==> config.mk <==
export PLATFORM = sky130hd
export DESIGN_NAME = fetch_ctrl
export DESIGN_NICKNAME = d
export VERILOG_FILES = /design/src/rtl/mips_pkg.sv /design/src/rtl/sat_counter.sv /design/src/rtl/fetch_ctrl.sv
export SDC_FILE = /design/constraint.sdc
export NUM_CORES = 1
export LEC_CHECK = 0
export BUFFER_PORTS_ARGS = -buffer_cell sky130_fd_sc_hd__buf_4
export CORE_MARGIN = 2
export CORE_UTILIZATION = 53
export CTS_CLUSTER_SIZE = 28
export DETAILED_ROUTE_END_ITERATION = 7
export MAX_ROUTING_LAYER = met4
export PLACE_DENSITY_LB_ADDON = 0.25
export SETUP_SLACK_MARGIN = 0.15
export SLEW_MARGIN = 10
export SYNTH_ARGS = -nofsm -noshare
export SYNTH_HDL_FRONTEND = slang
export SYNTH_SLANG_ARGS = --single-unit
export TNS_END_PERCENT = 20
==> constraint.sdc <==
create_clock -name clk -period 2.83 [get_ports clk]
set_input_delay 0.566 -clock clk [delete_from_list [all_inputs] [get_ports clk]]
set_output_delay 0.566 -clock clk [all_outputs]
set_load 0.02 [all_outputs]
==> src/rtl/mips_pkg.sv <==
// Shared fetch-stage types and constants.
package mips_pkg;

    typedef enum logic [1:0] {
        BOOT,
        FETCH,
        REDIRECT,
        HALTED
    } fetch_state_t;

    localparam logic [31:0] PC_STEP = 32'd4;

    // Instruction fetches are always word aligned.
    function automatic logic [31:0] word_align(input logic [31:0] addr);
        return {addr[31:2], 2'b00};
    endfunction

endpackage

==> src/rtl/sat_counter.sv <==
// Up-counter that sticks at all-ones instead of wrapping.
module sat_counter #(
    parameter int unsigned WIDTH = 16
) (
    input  logic             clk,
    input  logic             rst_n,
    input  logic             inc,
    output logic [WIDTH-1:0] count
);

    always_ff @(posedge clk or negedge rst_n) begin
        if (!rst_n) begin
            count <= '0;
        end else if (inc && (count != '1)) begin
            count <= count + 1'b1;
        end
    end

endmodule

==> src/rtl/fetch_ctrl.sv <==
// IF-stage PC sequencer: holds the fetch address until imem responds, and handles
// stalls, branch redirects (including ones that arrive mid-fetch) and halt.
module fetch_ctrl
    import mips_pkg::*;
#(
    parameter logic [31:0] RESET_PC = 32'h0000_0000,
    parameter int unsigned CNT_W    = 16
) (
    input  logic             clk,
    input  logic             rst_n,
    input  logic             imem_ready,
    input  logic             hazard_stall,
    input  logic             branch_taken,
    input  logic [31:0]      branch_target,
    input  logic             halt,
    output logic [31:0]      pc_out,
    output logic             imem_req,
    output logic             if_buf_en,
    output logic             if_flush_buf,
    output logic [CNT_W-1:0] stall_cnt,
    output logic             halted
);

    fetch_state_t state;
    logic [31:0]  pc;
    logic [31:0]  target;
    logic         active;

    assign active   = (state == FETCH) || (state == REDIRECT);
    assign imem_req = active;
    assign halted   = (state == HALTED);
    assign pc_out   = pc;

    always_comb begin
        if_buf_en    = 1'b0;
        if_flush_buf = 1'b0;
        unique case (state)
            FETCH: begin
                if (imem_ready && branch_taken) begin
                    if_buf_en    = 1'b1;
                    if_flush_buf = 1'b1;
                end else if (imem_ready && !hazard_stall) begin
                    if_buf_en = 1'b1;
                end
            end
            REDIRECT: begin
                if (imem_ready) begin
                    if_buf_en    = 1'b1;
                    if_flush_buf = 1'b1;
                end
            end
            default: ;
        endcase
    end

    always_ff @(posedge clk or negedge rst_n) begin
        if (!rst_n) begin
            state  <= BOOT;
            pc     <= word_align(RESET_PC);
            target <= '0;
        end else begin
            unique case (state)
                BOOT: state <= FETCH;
                FETCH: begin
                    if (halt) begin
                        state <= HALTED;
                    end else if (imem_ready) begin
                        if (branch_taken) begin
                            pc <= word_align(branch_target);
                        end else if (!hazard_stall) begin
                            pc <= pc + PC_STEP;
                        end
                    end else if (branch_taken) begin
                        // Address must stay put until imem answers; park the target.
                        target <= word_align(branch_target);
                        state  <= REDIRECT;
                    end
                end
                REDIRECT: begin
                    if (halt) begin
                        state  <= HALTED;
                        target <= '0;
                    end else if (imem_ready) begin
                        pc    <= branch_taken ? word_align(branch_target) : target;
                        state <= FETCH;
                    end else if (branch_taken) begin
                        target <= word_align(branch_target);
                    end
                end
                HALTED: ;
                default: state <= BOOT;
            endcase
        end
    end

    sat_counter #(
        .WIDTH(CNT_W)
    ) u_stall_cnt (
        .clk  (clk),
        .rst_n(rst_n),
        .inc  (active && !if_buf_en),
        .count(stall_cnt)
    );

endmodule
## Word level (Yosys, flattened, before mapping)

Cells that the tools add are included.

- Logic and storage cells: 55
- Register bits: 82
- Output and inout bits: 52

- Multiplexer cells: 24
- Equality and inequality tests: 12
- Add/subtract/negate cells: 2
- Reductions and logical operators: 13

Operators with widths:

| operator | count |
|---|---|
| 2-to-1 mux 32 bit | 10 |
| case mux 32 bit (2 select lines) | 2 |
| adder 32 x 3 -> 32 bit, second input constant | 1 |
| adder 16 x 1 -> 16 bit, second input constant | 1 |
| != test 16 bit, second input constant | 1 |
| != test 3 bit, second input constant | 4 |
| 2-to-1 mux 2 bit | 5 |
| != test 2 bit, second input constant | 4 |
| case mux 2 bit (3 select lines) | 1 |
| AND reduction 6 bit | 1 |
| == test 2 bit, second input constant | 2 |
| logical AND 1 bit | 4 |
| 2-to-1 mux 1 bit | 4 |
| case mux 1 bit (2 select lines) | 2 |
| AND reduction 4 bit | 1 |
| nonzero test 3 bit | 1 |
| == test 2 x 1 -> 1 bit, second input constant | 1 |
| zero test 1 bit | 2 |
| zero test 2 bit | 1 |
| AND reduction 2 bit | 1 |
| nonzero test 2 bit | 1 |
| logical OR 1 bit | 1 |

## Logic depth before layout (Yosys ltp)

- Word-level depth: 8
- Mapped depth: 10
- Gate-level depth less buffers: 7

## Cells and area by module

A second synthesis with hierarchy kept.

- Cell total of the unflattened synthesis: 479
- Area total of the unflattened synthesis: 4,734.5 um^2

Modules (own cells, without submodules):

| module | area each (um^2) | sequential area each (um^2) | cells each | times used |
|---|---|---|---|---|
| fetch_ctrl | 3,875.0 | 1,651.6 | 407 | 1 |
| sat_counter | 859.6 | 400.4 | 72 | 1 |

## Worst setup path before layout

OpenSTA, ideal clock, no wires.

- Kind: input to output
- Start: input port branch_taken
- End: output port if_flush_buf
- Buffers on the path: 3
- Stages: 5
- Path slack: 0.500 ns
- Arrival time: 1.764 ns
- Path through: buf_4 clkbuf_1 clkbuf_1 a21oi_1 nor2_1

- Word-level cells in the longest chain between the ends: 3

Ends and longest elaborated chain:

| element | RTL line | source |
|---|---|---|
| from (decl) | fetch_ctrl.sv:13 | `input logic branch_taken,` |
| logical AND 1 bit | fetch_ctrl.sv:39 | `if (imem_ready && branch_taken) begin` |
| 2-to-1 mux 1 bit | fetch_ctrl.sv:39 |  |
| case mux 1 bit (2 select lines) | fetch_ctrl.sv:37 | `unique case (state)` |
| to (decl) | fetch_ctrl.sv:19 | `output logic if_flush_buf,` |

No other way between the ends.

## Final worst setup path

- Start: register state[0]
- End: register pc[31], in the netlist pc_out[31]

- Word-level cells in the longest chain between the ends: 3
- Elaborated cells on any way between the ends: 10

Ends and longest elaborated chain:

| element | RTL line | source |
|---|---|---|
| from (decl) | fetch_ctrl.sv:24 | `fetch_state_t state;` |
| from (signal assigned) | fetch_ctrl.sv:58 | `state <= BOOT;` |
| from (signal assigned) | fetch_ctrl.sv:63 | `BOOT: state <= FETCH;` |
| from (signal assigned) | fetch_ctrl.sv:66 | `state <= HALTED;` |
| == test 2 x 1 -> 1 bit / == test 2 bit (equally long branches) | fetch_ctrl.sv:62 | `unique case (state)` |
| != test 3 bit (no source line), or another cell as far along | -- |  |
| AND reduction 6 bit (no source line) | -- |  |
| to (signal assigned) | fetch_ctrl.sv:59 | `pc <= word_align(RESET_PC);` |
| to (signal assigned) | fetch_ctrl.sv:69 | `pc <= word_align(branch_target);` |
| to (signal assigned) | fetch_ctrl.sv:71 | `pc <= pc + PC_STEP;` |
| to (decl) | fetch_ctrl.sv:25 | `logic [31:0] pc;` |

Parallel ways exist; a longest one is shown, timed or not.
A chain may end at the register's enable or synchronous reset.

==> run metrics <==
status=finished clean; CTS root buffer=clkbuf_8; initial core utilization=53.9%; RSZ-0062 raised after global routing=no; Power Density=between 1000 and 1500 mW/mm^2; number of max-cap violations=0; Avg Inst Size Synth=9.25 sq um; Worst Tran Pin Value=between 700 and 800 ps; ant diodes=0; # DRC=0; CP peak stage delay=approximately 470 ps; GPL Wtd Cong=around 0.9; Distinct cells, synth=66; Setup Crit Path Kind=reg2reg; Syn Nets=545; # nets final=about 630; cell repeated most along the worst path=a211o_1; Seq/Total Area, Yosys=44.3%; Initial DRC Count=approximately 280; via count=4287; Avg Vias per Cell=about 6.1; clock sink count=slightly above 80; worst path required time=just over 3000 ps; final worst slack=334 ps; largest net degree at the start of global routing=45; Worst-Skew Late Latency=about 350 ps; Post-Route Skew=between 8 and 9 ps; initial antenna violation count=0; hpwl dp=8.82 mm; critical-path cell list=inv_1 > ha_1 > nor2_1 > a211o_1 > nor4_4 > a31oi_1 > a211o_1; Final min period=between 2000 and 2500 ps; post_cts resized=0; drt total wl=12.5 mm; total CTS buffers=9; Worst IR Drop VDD=slightly above 0.7 mV; die area=0.00951 sq mm; Hold Crit Class=in2async; average wire per standard cell=about 18 microns; top cell family by delay on the critical path=compound AO/OA/AOI/OAI gates; Setup violations, final=0; CP max stage cell=nor4_4; Yosys top cell area share=around 44%; period utilization=between 80% and 90%; row cnt=34; Sum Neg Setup Slack=0 ps; prevailing post-synth register cell=dfrtp_1; CP bufs+invs=1; Slew Viols, Final=0; Chip Width=approximately 98 microns; Post-CTS Setup Bufs=0; CP Max Fanout=12; height of the die=between 90 and 100 microns; synth warn=0; vias in the first global route=approximately 4000; first-pass GRT wire length=20.3 mm; I/O Buffers=just under 90; hold buffer count at CTS=0; final hold vios=0; core area=roughly 0.0086 sq mm; cell area after synthesis=0.00464 sq mm; overflow left after global routing=0; area leader, netlist=dfrtp_1; Detail Route Antenna Nets=0; top-count cell post-synth=dfrtp_1; CP Capture Type=flop; CTS max path bufs=2; LEAKAGE=about 2.5 nW; post-synthesis async set-or-reset flop share=100%; layout cell share with drive strength beyond 1=between 20% and 30%; crit path launch type=flop; fmax=between 0.4 and 0.5 GHz; All-Layer GR Usage=27.1%; Post-Place Worst Slack=around 350 ps; CTS tree=built; CTS clk-pin slew, worst paths=~80 ps; synth cell count leaders=dfrtp_1, a21oi_1, nor2_1; Pre-Repair DR Iteration Count=5; P&R area growth vs syn=21.8%; H-Tree Depth=3; Synth area leaders=dfrtp_1, a21oi_1, mux2i_1, o22a_1, nor2_1; number of flops mapped to enable cells by yosys=0; post-synthesis cell count=between 500 and 600; Arr. time, crit path=2740 ps; IO Count=90; Synth Register Bits=around 80; max_slew headroom=a little over half
[cell usage in the layout, fill, tap and decap left out, drive strengths merged, types with 7 or more instances in the layout]
| cell type | synthesis | layout |
|---|---|---|
| a21oi | 62 | 62 |
| and3 | 7 | 7 |
| buf | 13 | 105 |
| clkbuf | 19 | 14 |
| dfrtp | 82 | 82 |
| inv | 18 | 18 |
| mux2i | 22 | 22 |
| nand2 | 41 | 41 |
| nand2b | 7 | 7 |
| nand3 | 11 | 11 |
| nand4 | 15 | 15 |
| nor2 | 45 | 45 |
| o21ai | 24 | 24 |
| o22a | 22 | 22 |
| o31ai | 8 | 8 |
[sequential cells by signal, summed over array words and instances (netlist names)]
register,cells
u_stall_cnt.count,16
state,2
pc_out,32
target,32
[cell families after synthesis]
family,synth area share [%]
adder cells (fa/ha/maj),1.62
XOR/XNOR,1.70
AND/OR/NAND/NOR,19.8
buffers and inverters,4.70
flip-flops,44.3
multiplexers,5.48
AO/OA/AOI/OAI,22.5
[worst reg2reg max path: stages, from the launching register on]
cell,delay (ps)
dfrtp_1,420
inv_1,90
ha_1,410
nor2_1,200
a211o_1,380
nor4_4,470
a31oi_1,150
a211o_1,280
[per-layer routing]
layer  part of all wire, %  track usage, %  wire length, microns
met5                     0               -                     0
met4                   1.4            8.76                   179
met3                   5.6            4.53                   698
met2                    48            41.5                  6080
met1                    45            37.2                  5580
[area by class of cell]
class | count | area, sq um
Tap cell | 108 | 135
Sequential cell | 82 | 2050
Fill cell | 745 | 2950
Timing Repair Buffer | 105 | 813
Inverter | 18 | 67.6
Multi-Input combinational cell | 369 | 2380
Clock inverter | 2 | 35.0
Clock buffer | 14 | 163
[path summary, 6_finish.rpt]
path	endpoint	slack (ps)	cells after the start	from
max	pc_out[31]	330	7	state[0]
min	pc_out[10]	210	1	rst_n
max reg2reg	pc_out[31]	330	7	state[0]
min reg2reg	pc_out[1]	490	2	pc_out[1]
max in group asynchronous	u_stall_cnt.count[4]	1990	2	rst_n
min in group clk	target[22]	480	3	branch_target[22]
[power breakdown]
group	leakage [nW]	internal (mW)	total, mW	switching [mW]
Combinational	1.39	1.15	2.64	1.49
Clock	0.101	0.457	0.874	0.417
Sequential	0.987	1.67	2.18	0.510
[stage by stage]
| stage | utilization [%] | instance area (sq um) | total power [mW] | cells | hold WS (ps) |
|---|---|---|---|---|---|
| 2_1_floorplan | - | 4640 | 3.80 | 501 | 270 |
| 3_3_place_gp | 63.4 | 5450 | 4.71 | 682 | 472 |
| 3_5_place_dp | 63.4 | 5450 | 4.82 | 682 | 484 |
| 4_1_cts | 65.7 | 5640 | 5.70 | 698 | 229 |
| 5_1_grt | 65.7 | 5640 | 6.07 | 698 | 251 |
| 6_report | 65.7 | 5640 | 5.70 | 698 | 209 |
Note: power is estimated with default switching activity, not from simulation.
